--- src/rtl/neuron_accumulator_if.sv ---
// Handshake bundle for the neuron accumulator: term stream in, scaled result out.
// The block connects through the slave modport; the producer/consumer side uses master.
interface neuron_accumulator_if #(
    parameter int IN_W  = 19,
    parameter int OUT_W = 16
);
    logic             in_valid;
    logic             in_ready;
    logic [IN_W-1:0]  in_data;
    logic [IN_W-1:0]  bias;
    logic             out_valid;
    logic             out_ready;
    logic [OUT_W-1:0] out_data;
    logic             out_sat;

    modport master (
        output in_valid, in_data, bias, out_ready,
        input  in_ready, out_valid, out_data, out_sat
    );

    modport slave (
        input  in_valid, in_data, bias, out_ready,
        output in_ready, out_valid, out_data, out_sat
    );
endinterface

--- src/rtl/neuron_accumulator.sv ---
// Sequential neuron back end: accumulate N_INPUTS signed terms, add bias, shift, clamp.
// Define NEURON_RELU_EN to apply ReLU before clamping (negative results become 0, unflagged).
module neuron_accumulator #(
    parameter int N_INPUTS = 784,
    parameter int IN_W     = 19,
    parameter int ACC_W    = 30,
    parameter int SHIFT    = 8,
    parameter int OUT_W    = 16
) (
    input logic clk,
    input logic rst,
    neuron_accumulator_if.slave bus
);
    localparam int CNT_W = $clog2(N_INPUTS + 1);
    localparam logic [CNT_W-1:0] CNT_LAST = CNT_W'(N_INPUTS - 1);
    localparam logic signed [ACC_W-1:0] OUT_MAX = {{(ACC_W-OUT_W+1){1'b0}}, {(OUT_W-1){1'b1}}};
    localparam logic signed [ACC_W-1:0] OUT_MIN = ~OUT_MAX;

    typedef enum logic [1:0] {ACC, BIAS, OUT} state_t;

    state_t                   state_reg, state_next;
    logic signed [ACC_W-1:0]  acc_reg, acc_next;
    logic [CNT_W-1:0]         cnt_reg, cnt_next;
    logic                     out_valid_reg, out_valid_next;
    logic [OUT_W-1:0]         out_data_reg, out_data_next;
    logic                     out_sat_reg, out_sat_next;

    logic signed [ACC_W-1:0]  in_ext;
    logic signed [ACC_W-1:0]  bias_ext;
    logic signed [ACC_W-1:0]  biased;
    logic signed [ACC_W-1:0]  shifted;
    logic [OUT_W-1:0]         res_data;
    logic                     res_sat;

    assign in_ext   = {{(ACC_W-IN_W){bus.in_data[IN_W-1]}}, bus.in_data};
    assign bias_ext = {{(ACC_W-IN_W){bus.bias[IN_W-1]}}, bus.bias};
    assign biased   = acc_reg + bias_ext;
    assign shifted  = biased >>> SHIFT;

    // Result is formed from the bias-adjusted sum during BIAS and captured on entry to OUT.
    always_comb begin
        res_data = shifted[OUT_W-1:0];
        res_sat  = 1'b0;
        if (shifted > OUT_MAX) begin
            res_data = OUT_MAX[OUT_W-1:0];
            res_sat  = 1'b1;
        end
`ifdef NEURON_RELU_EN
        else if (shifted < 0) begin
            res_data = '0;
            res_sat  = 1'b0;
        end
`else
        else if (shifted < OUT_MIN) begin
            res_data = OUT_MIN[OUT_W-1:0];
            res_sat  = 1'b1;
        end
`endif
    end

    always_comb begin
        state_next     = state_reg;
        acc_next       = acc_reg;
        cnt_next       = cnt_reg;
        out_valid_next = out_valid_reg;
        out_data_next  = out_data_reg;
        out_sat_next   = out_sat_reg;
        case (state_reg)
            ACC: begin
                if (bus.in_valid) begin
                    acc_next = acc_reg + in_ext;
                    cnt_next = cnt_reg + 1'b1;
                    if (cnt_reg == CNT_LAST) begin
                        state_next = BIAS;
                    end
                end
            end
            BIAS: begin
                acc_next       = biased;
                out_valid_next = 1'b1;
                out_data_next  = res_data;
                out_sat_next   = res_sat;
                state_next     = OUT;
            end
            OUT: begin
                if (bus.out_ready) begin
                    acc_next       = '0;
                    cnt_next       = '0;
                    out_valid_next = 1'b0;
                    state_next     = ACC;
                end
            end
            default: begin
                state_next = ACC;
            end
        endcase
    end

    always_ff @(posedge clk) begin
        if (rst) begin
            state_reg     <= ACC;
            acc_reg       <= '0;
            cnt_reg       <= '0;
            out_valid_reg <= 1'b0;
            out_data_reg  <= '0;
            out_sat_reg   <= 1'b0;
        end else begin
            state_reg     <= state_next;
            acc_reg       <= acc_next;
            cnt_reg       <= cnt_next;
            out_valid_reg <= out_valid_next;
            out_data_reg  <= out_data_next;
            out_sat_reg   <= out_sat_next;
        end
    end

    assign bus.in_ready  = (state_reg == ACC);
    assign bus.out_valid = out_valid_reg;
    assign bus.out_data  = out_data_reg;
    assign bus.out_sat   = out_sat_reg;
endmodule

--- src/flat_wrapper.sv ---
// flat-port wrapper written by rule: the top's interface ports become plain ports
module neuron_accumulator_flat 
#(
    parameter int N_INPUTS = 784,
    parameter int IN_W     = 19,
    parameter int ACC_W    = 30,
    parameter int SHIFT    = 8,
    parameter int OUT_W    = 16
)
  (clk, rst, bus_in_valid, bus_in_data, bus_bias, bus_out_ready, bus_in_ready, bus_out_valid, bus_out_data, bus_out_sat);
  neuron_accumulator_if #(.IN_W(IN_W), .OUT_W(OUT_W)) bus_i ();
  input logic clk;
  input logic rst;
  input wire logic [$bits(bus_i.in_valid)-1:0] bus_in_valid;
  input wire logic [$bits(bus_i.in_data)-1:0] bus_in_data;
  input wire logic [$bits(bus_i.bias)-1:0] bus_bias;
  input wire logic [$bits(bus_i.out_ready)-1:0] bus_out_ready;
  output wire logic [$bits(bus_i.in_ready)-1:0] bus_in_ready;
  output wire logic [$bits(bus_i.out_valid)-1:0] bus_out_valid;
  output wire logic [$bits(bus_i.out_data)-1:0] bus_out_data;
  output wire logic [$bits(bus_i.out_sat)-1:0] bus_out_sat;
  assign bus_i.in_valid = bus_in_valid;
  assign bus_i.in_data = bus_in_data;
  assign bus_i.bias = bus_bias;
  assign bus_i.out_ready = bus_out_ready;
  assign bus_in_ready = bus_i.in_ready;
  assign bus_out_valid = bus_i.out_valid;
  assign bus_out_data = bus_i.out_data;
  assign bus_out_sat = bus_i.out_sat;
  neuron_accumulator #(.N_INPUTS(N_INPUTS), .IN_W(IN_W), .ACC_W(ACC_W), .SHIFT(SHIFT), .OUT_W(OUT_W)) u_core (.clk(clk), .rst(rst), .bus(bus_i));
endmodule
--- config.mk ---
export PLATFORM = sky130hd
export DESIGN_NAME = neuron_accumulator_flat
export DESIGN_NICKNAME = d
export VERILOG_FILES = /design/src/rtl/neuron_accumulator_if.sv /design/src/rtl/neuron_accumulator.sv /design/src/flat_wrapper.sv
export SDC_FILE = /design/constraint.sdc
export NUM_CORES = 1
export LEC_CHECK = 0
export ABC_AREA = 1
export CAP_MARGIN = 20
export CORE_UTILIZATION = 30
export DETAILED_ROUTE_END_ITERATION = 10
export PLACE_DENSITY_LB_ADDON = 0.15
export SLEW_MARGIN = 20
export SYNTH_ARGS = -nofsm -noshare
export SYNTH_HDL_FRONTEND = slang
export SYNTH_SLANG_ARGS = --single-unit
export TNS_END_PERCENT = 5
--- constraint.sdc ---
create_clock -name clk -period 5.2 [get_ports clk]
set_clock_uncertainty 0.1 [all_clocks]
set_input_delay 1.04 -clock clk [delete_from_list [all_inputs] [get_ports clk]]
set_output_delay 1.04 -clock clk [all_outputs]
set_load 0.005 [all_outputs]
# Word level (Yosys, flattened, before mapping)
# Cells that the tools add are included.
# Widths: inputs -> output; s select.
[word_totals]
reg_bits = 60
inputBits = 42
output_inout_bits = 19
elab_cells = 41
[op_classes]
add_sub_neg = 3
magnitude_cmp = 2
n_eq_ne = 6
n_mux = 16
n_reduce_logical = 8
[ops]
columns = ["cell", "n"]
rows = [
  ["$pmux 30 s3", 1],
  ["$add 30x19->30", 2],
  ["$mux 30", 2],
  ["$mux 16", 2],
  ["$gt 22x16->1 const B", 1],
  ["$lt 22x16->1 const B", 1],
  ["$mux 10", 2],
  ["$pmux 10 s2", 1],
  ["$add 10x1->10 const B", 1],
  ["$eq 10x10->1 const B", 1],
  ["$reduce_and 3->1", 3],
  ["$mux 2", 3],
  ["$pmux 2 s3", 1],
  ["$ne 2x2->1 const B", 2],
  ["$reduce_bool 2->1", 2],
  ["$mux 1", 3],
  ["$reduce_bool 3->1", 1],
  ["$eq 2x1->1 const B", 1],
  ["$eq 2x2->1 const B", 1],
  ["$logic_not 2->1", 1],
  ["$ne 2x1->1 const B", 1],
  ["$pmux 1 s2", 1],
  ["$reduce_and 2->1", 1],
]

# Longest topological paths before layout
[logic_depth]
ltp_word = 4
mapped_depth = 19
mapped_depth_nobuf = 18

# Worst setup path after synthesis
# No wires, ideal clock.
[synth_path]
path_type = "input to register"
from = "input port bus_bias[0]"
to = "register u_core.out_data_reg[0] (netlist: u_core.bus.out_data[0])"
setup_time_ps = 141
t_arrival_ps = 2907
required_time_ps = 4959
path_slack_ps = 2052
cell_stages = 17
path_buffers = 1
path_cell_list = "ha_1 -> fa_1 -> nand3_1 -> nand3_1 -> nand3_1 -> nand3b_2 -> nand2_2 -> nand2_1 -> nand2_1 -> nand2_1 -> nor2_1 -> nand3_2 -> nand3_2 -> buf_6 -> nand2_1 -> inv_2 -> a21oi_1"
[synth_via]
elab_chain_cells = 4
word_cells_on_any_way = 5
cone_classes = "add/sub (1); order compare (2); mux (2)"
[synth_rtl]
columns = ["element", "line", "source"]
rows = [
  ["start, declared", "flat_wrapper.sv:16", "input wire logic [$bits(bus_i.bias)-1:0] bus_bias;"],
  ["$add 30x19->30 *", "neuron_accumulator.sv:37", "assign biased = acc_reg + bias_ext;"],
  ["$lt 22x16->1", "neuron_accumulator.sv:54", "else if (shifted < OUT_MIN) begin"],
  ["$mux 16", "neuron_accumulator.sv:54", ""],
  ["$mux 16 *", "neuron_accumulator.sv:44", "if (shifted > OUT_MAX) begin"],
  ["end signal, assigned", "neuron_accumulator.sv:112", "out_data_reg <= out_data_next;"],
  ["end, declared", "neuron_accumulator.sv:25", "logic [OUT_W-1:0] out_data_reg, out_data_next;"],
]
# Mark *: on every way between the ends. The rest lies on a longest branch, timed or not.
# A chain may end at the register's enable or synchronous reset.

# Final worst setup path
[layout_path]
from = "input port bus_bias[18]"
to = "register u_core.out_data_reg[14] (netlist: u_core.bus.out_data[14])"
# Same word-level chain as after synthesis.

==> results.sh <==
export IMPL_status="finished, violations left"
export IMPL_violations="design-rule violations"
export IMPL_grt_pass1_vias=6695
export IMPL_place_congestion=0.981
export IMPL_hp_start="u_core.cnt_reg[9]"
export IMPL_placed_cells=1440
export IMPL_p_leak_nw=3.95
export IMPL_cts_setup_buffers=0
export IMPL_crit_fanout=16
export IMPL_synth_seq_cells=60
export IMPL_synth_edf_count=0
export IMPL_fillCellCount=2418
export IMPL_nNetsFinal=1277
export IMPL_power_mw=4.58
export IMPL_port_buffers=60
export IMPL_antenna_found_initial=0
export IMPL_antenna_cells=0
export IMPL_setup_viol=0
export IMPL_fp_row_count=54
export IMPL_whs_path_depth=1
export IMPL_fin_util=0.362
export IMPL_worstSetupEndpointType="flop"
export IMPL_worstMarginPinSlew_ns=0.930
export IMPL_groute_usage_overall=0.197
export IMPL_reg2reg_to="u_core.bus.out_data[12]"
export IMPL_ant_nets=0
export IMPL_drc_errors=5
export IMPL_drv_slew=0
export IMPL_hp_class="reg -> reg"
export IMPL_chipWidth_um=152
export IMPL_pre_cts_slack_ns=1.03
export IMPL_synth_warnings=0
export IMPL_start_util=0.307
export IMPL_vias=7035
export IMPL_crit_path_frequent_cell="nand2_1"
export IMPL_fmax_ghz=0.259
export IMPL_syn_cell_area_um2=6740
export IMPL_slowest_stage="clkdlybuf4s50_1"
export IMPL_first_iter_violations=432
export IMPL_cts_root_buf="clkbuf_16"
export IMPL_synth_nets=1222
export IMPL_synth_area_top_cells="dfxtp_1 (18%), nand2_1 (17%), ha_1 (12%), inv_1 (8.7%), nand3_1 (6.3%)"
export IMPL_wl_um=22000
export IMPL_ys_flop_type="dfxtp_1"
export IMPL_netlist_instances=1116
export IMPL_rsz0062_at_grt="false"
export IMPL_arrival_ns=4.01
export IMPL_viasPerCell=4.84
export IMPL_synth_distinct_cells=45
export IMPL_synth_area_leader_cell="dfxtp_1"
export IMPL_syn_avg_cell_area_um2=6.04
export IMPL_grt_pass1_wl_um=35800
export IMPL_cts_tree="built"
export IMPL_hold_buffers=0
export IMPL_fin_crit_sh=0.744
export IMPL_r2r_start="u_core.acc_reg[0]"
export IMPL_slew_headroom=0.380
export IMPL_cts_clk_slew_worst_paths_ns=0.05
export IMPL_numCtsBuffers=9
export IMPL_grt_max_degree=37
export IMPL_instances_no_fill=1455
export IMPL_ir_drop_mv=0.215
export IMPL_clkSinkCount=60
export IMPL_reg2regPathDepth=16
export IMPL_max_cap_violations=0
export IMPL_yosysSeqAreaShare=0.178
export IMPL_hold_end="u_core.cnt_reg[9]"
export IMPL_grt_overflow=0
export IMPL_regToRegSetupSlack_ns=2.33
export IMPL_clk_latency_ns=0.33
export IMPL_fp_dieArea_um2=23100
export IMPL_syn_to_final_growth_pct=17.9
export IMPL_start_kind="input port"
export IMPL_final_area_um2=7950
export IMPL_placed_area_um2=7620
export IMPL_power_density_nw_per_um2=576
export IMPL_required_ns=5.34
export IMPL_critPathKind="in -> reg"
export IMPL_synth_top_area_share=0.178
export IMPL_cts_resized=0
export IMPL_drive_above_1_share=0.0851
export IMPL_layout_common_cells="nand2_1 (314), inv_1 (157), nor2_1 (90)"
export IMPL_setup_worst_path_start="bus_bias[18]"
export IMPL_largest_reg_flops=30
export IMPL_finalHoldViolCount=0
export IMPL_hpwl_um=18500
export IMPL_cts_htree_levels=3
export IMPL_async_flop_share=0
export IMPL_setup_ws_ns=1.33
export IMPL_core_area_um2=22000
export IMPL_setup_tns_ns=0
export IMPL_crit_chain="clkdlybuf4s50_1, ha_1, nand2_1, nor2_1, nand2_1, nor2_1, nand2_1, nand3_2, nand2_2, nand2_2, inv_2, nor2_4, nand3_2, nand2_4, nand3_1, a21oi_1"
export IMPL_drt_wirelength_per_cell_um=15.1
export IMPL_chipHeight_um=152
export IMPL_drt_pass1_iterations=11
export IMPL_mostFrequentLayoutCell="nand2_1"
export IMPL_period_minus_slack_ns=3.87
export IMPL_max_stage_delay_ns=0.72
export IMPL_clk_path_buf_depth=2
export IMPL_timing_hold_ws_ns=0.352
export IMPL_pin_count=61
-- power breakdown --
group	total (mW)	switching [mW]	internal [mW]
logic	3.12	2.03	1.08
registers	0.808	0.189	0.619
clock network	0.657	0.215	0.442
total	4.58	2.44	2.15
-- synth_stat cells (2+ instances only) --
cell and number:
inv_2 16, xor2_1 11, nand4_1 13, inv_1 157, o21bai_1 8, nor3_1 6
a211oi_1 2, dfxtp_1 60, nand2_1 314, fa_1 2, o21a_1 12, a31oi_1 8
a21oi_2 9, nand3_2 12, nor4_1 3, nand3b_1 3, clkbuf_1 16, o211ai_1 20
xnor2_1 11, nand2_2 16, ha_1 62, a21boi_0 3, nor3_2 3, a21o_1 6
o21ai_0 48, clkinv_1 3, nor2_2 7, nor2_4 4, nand3_1 85, nand2_4 2
or2_2 8, nor2_1 90, a21oi_1 82, buf_1 2, o221ai_1 2
-- how the worst max path moves through the flow --
stage | end | slack, ns
final | u_core.bus.out_data[14] | 1.33
after global routing | u_core.bus.out_data[4] | 1.01
after floorplan | u_core.bus.out_data[0] | 2.05
after CTS | u_core.bus.out_data[14] | 1.36
after global placement | u_core.bus.out_data[14] | 1.02
after detailed placement | u_core.bus.out_data[14] | 1.03
-- kinds of logic after synthesis --
kind of cell             synth area share
adder cells (fa/ha/maj)             0.121
buffers and inverters               0.114
XOR/XNOR                           0.0286
flip-flops                          0.178
AND/OR/NAND/NOR                     0.376
AO/OA/AOI/OAI                       0.182
-- per-layer routing --
layer / global-route usage / vias up / part of all wire
li1: - / 3749 / -
met1: 0.284 / 3177 / 0.52
met2: 0.315 / 91 / 0.44
met3: 0.0151 / 18 / 0.025
met4: 0.0525 / 0 / 0.017
met5: 0 / - / 0
-- final cells by class --
type	instances	area (µm²)	area share
well taps	280	350	0.0441
flip-flops and latches	60	1200	0.151
multi-input cells	859	4770	0.600
repair buffers	65	638	0.0803
clock inverters	4	72.6	0.00913
clock buffers	11	253	0.0318
inverters	176	661	0.0831
-- critical path: cells and delay by family --
kind                     cells  cell delay (ns)
AO/OA/AOI/OAI                1             0.18
adder cells (fa/ha/maj)      1             0.54
buffers and inverters        2             0.77
AND/OR/NAND/NOR             12             1.49
Power figures use the tool's default switching activity.
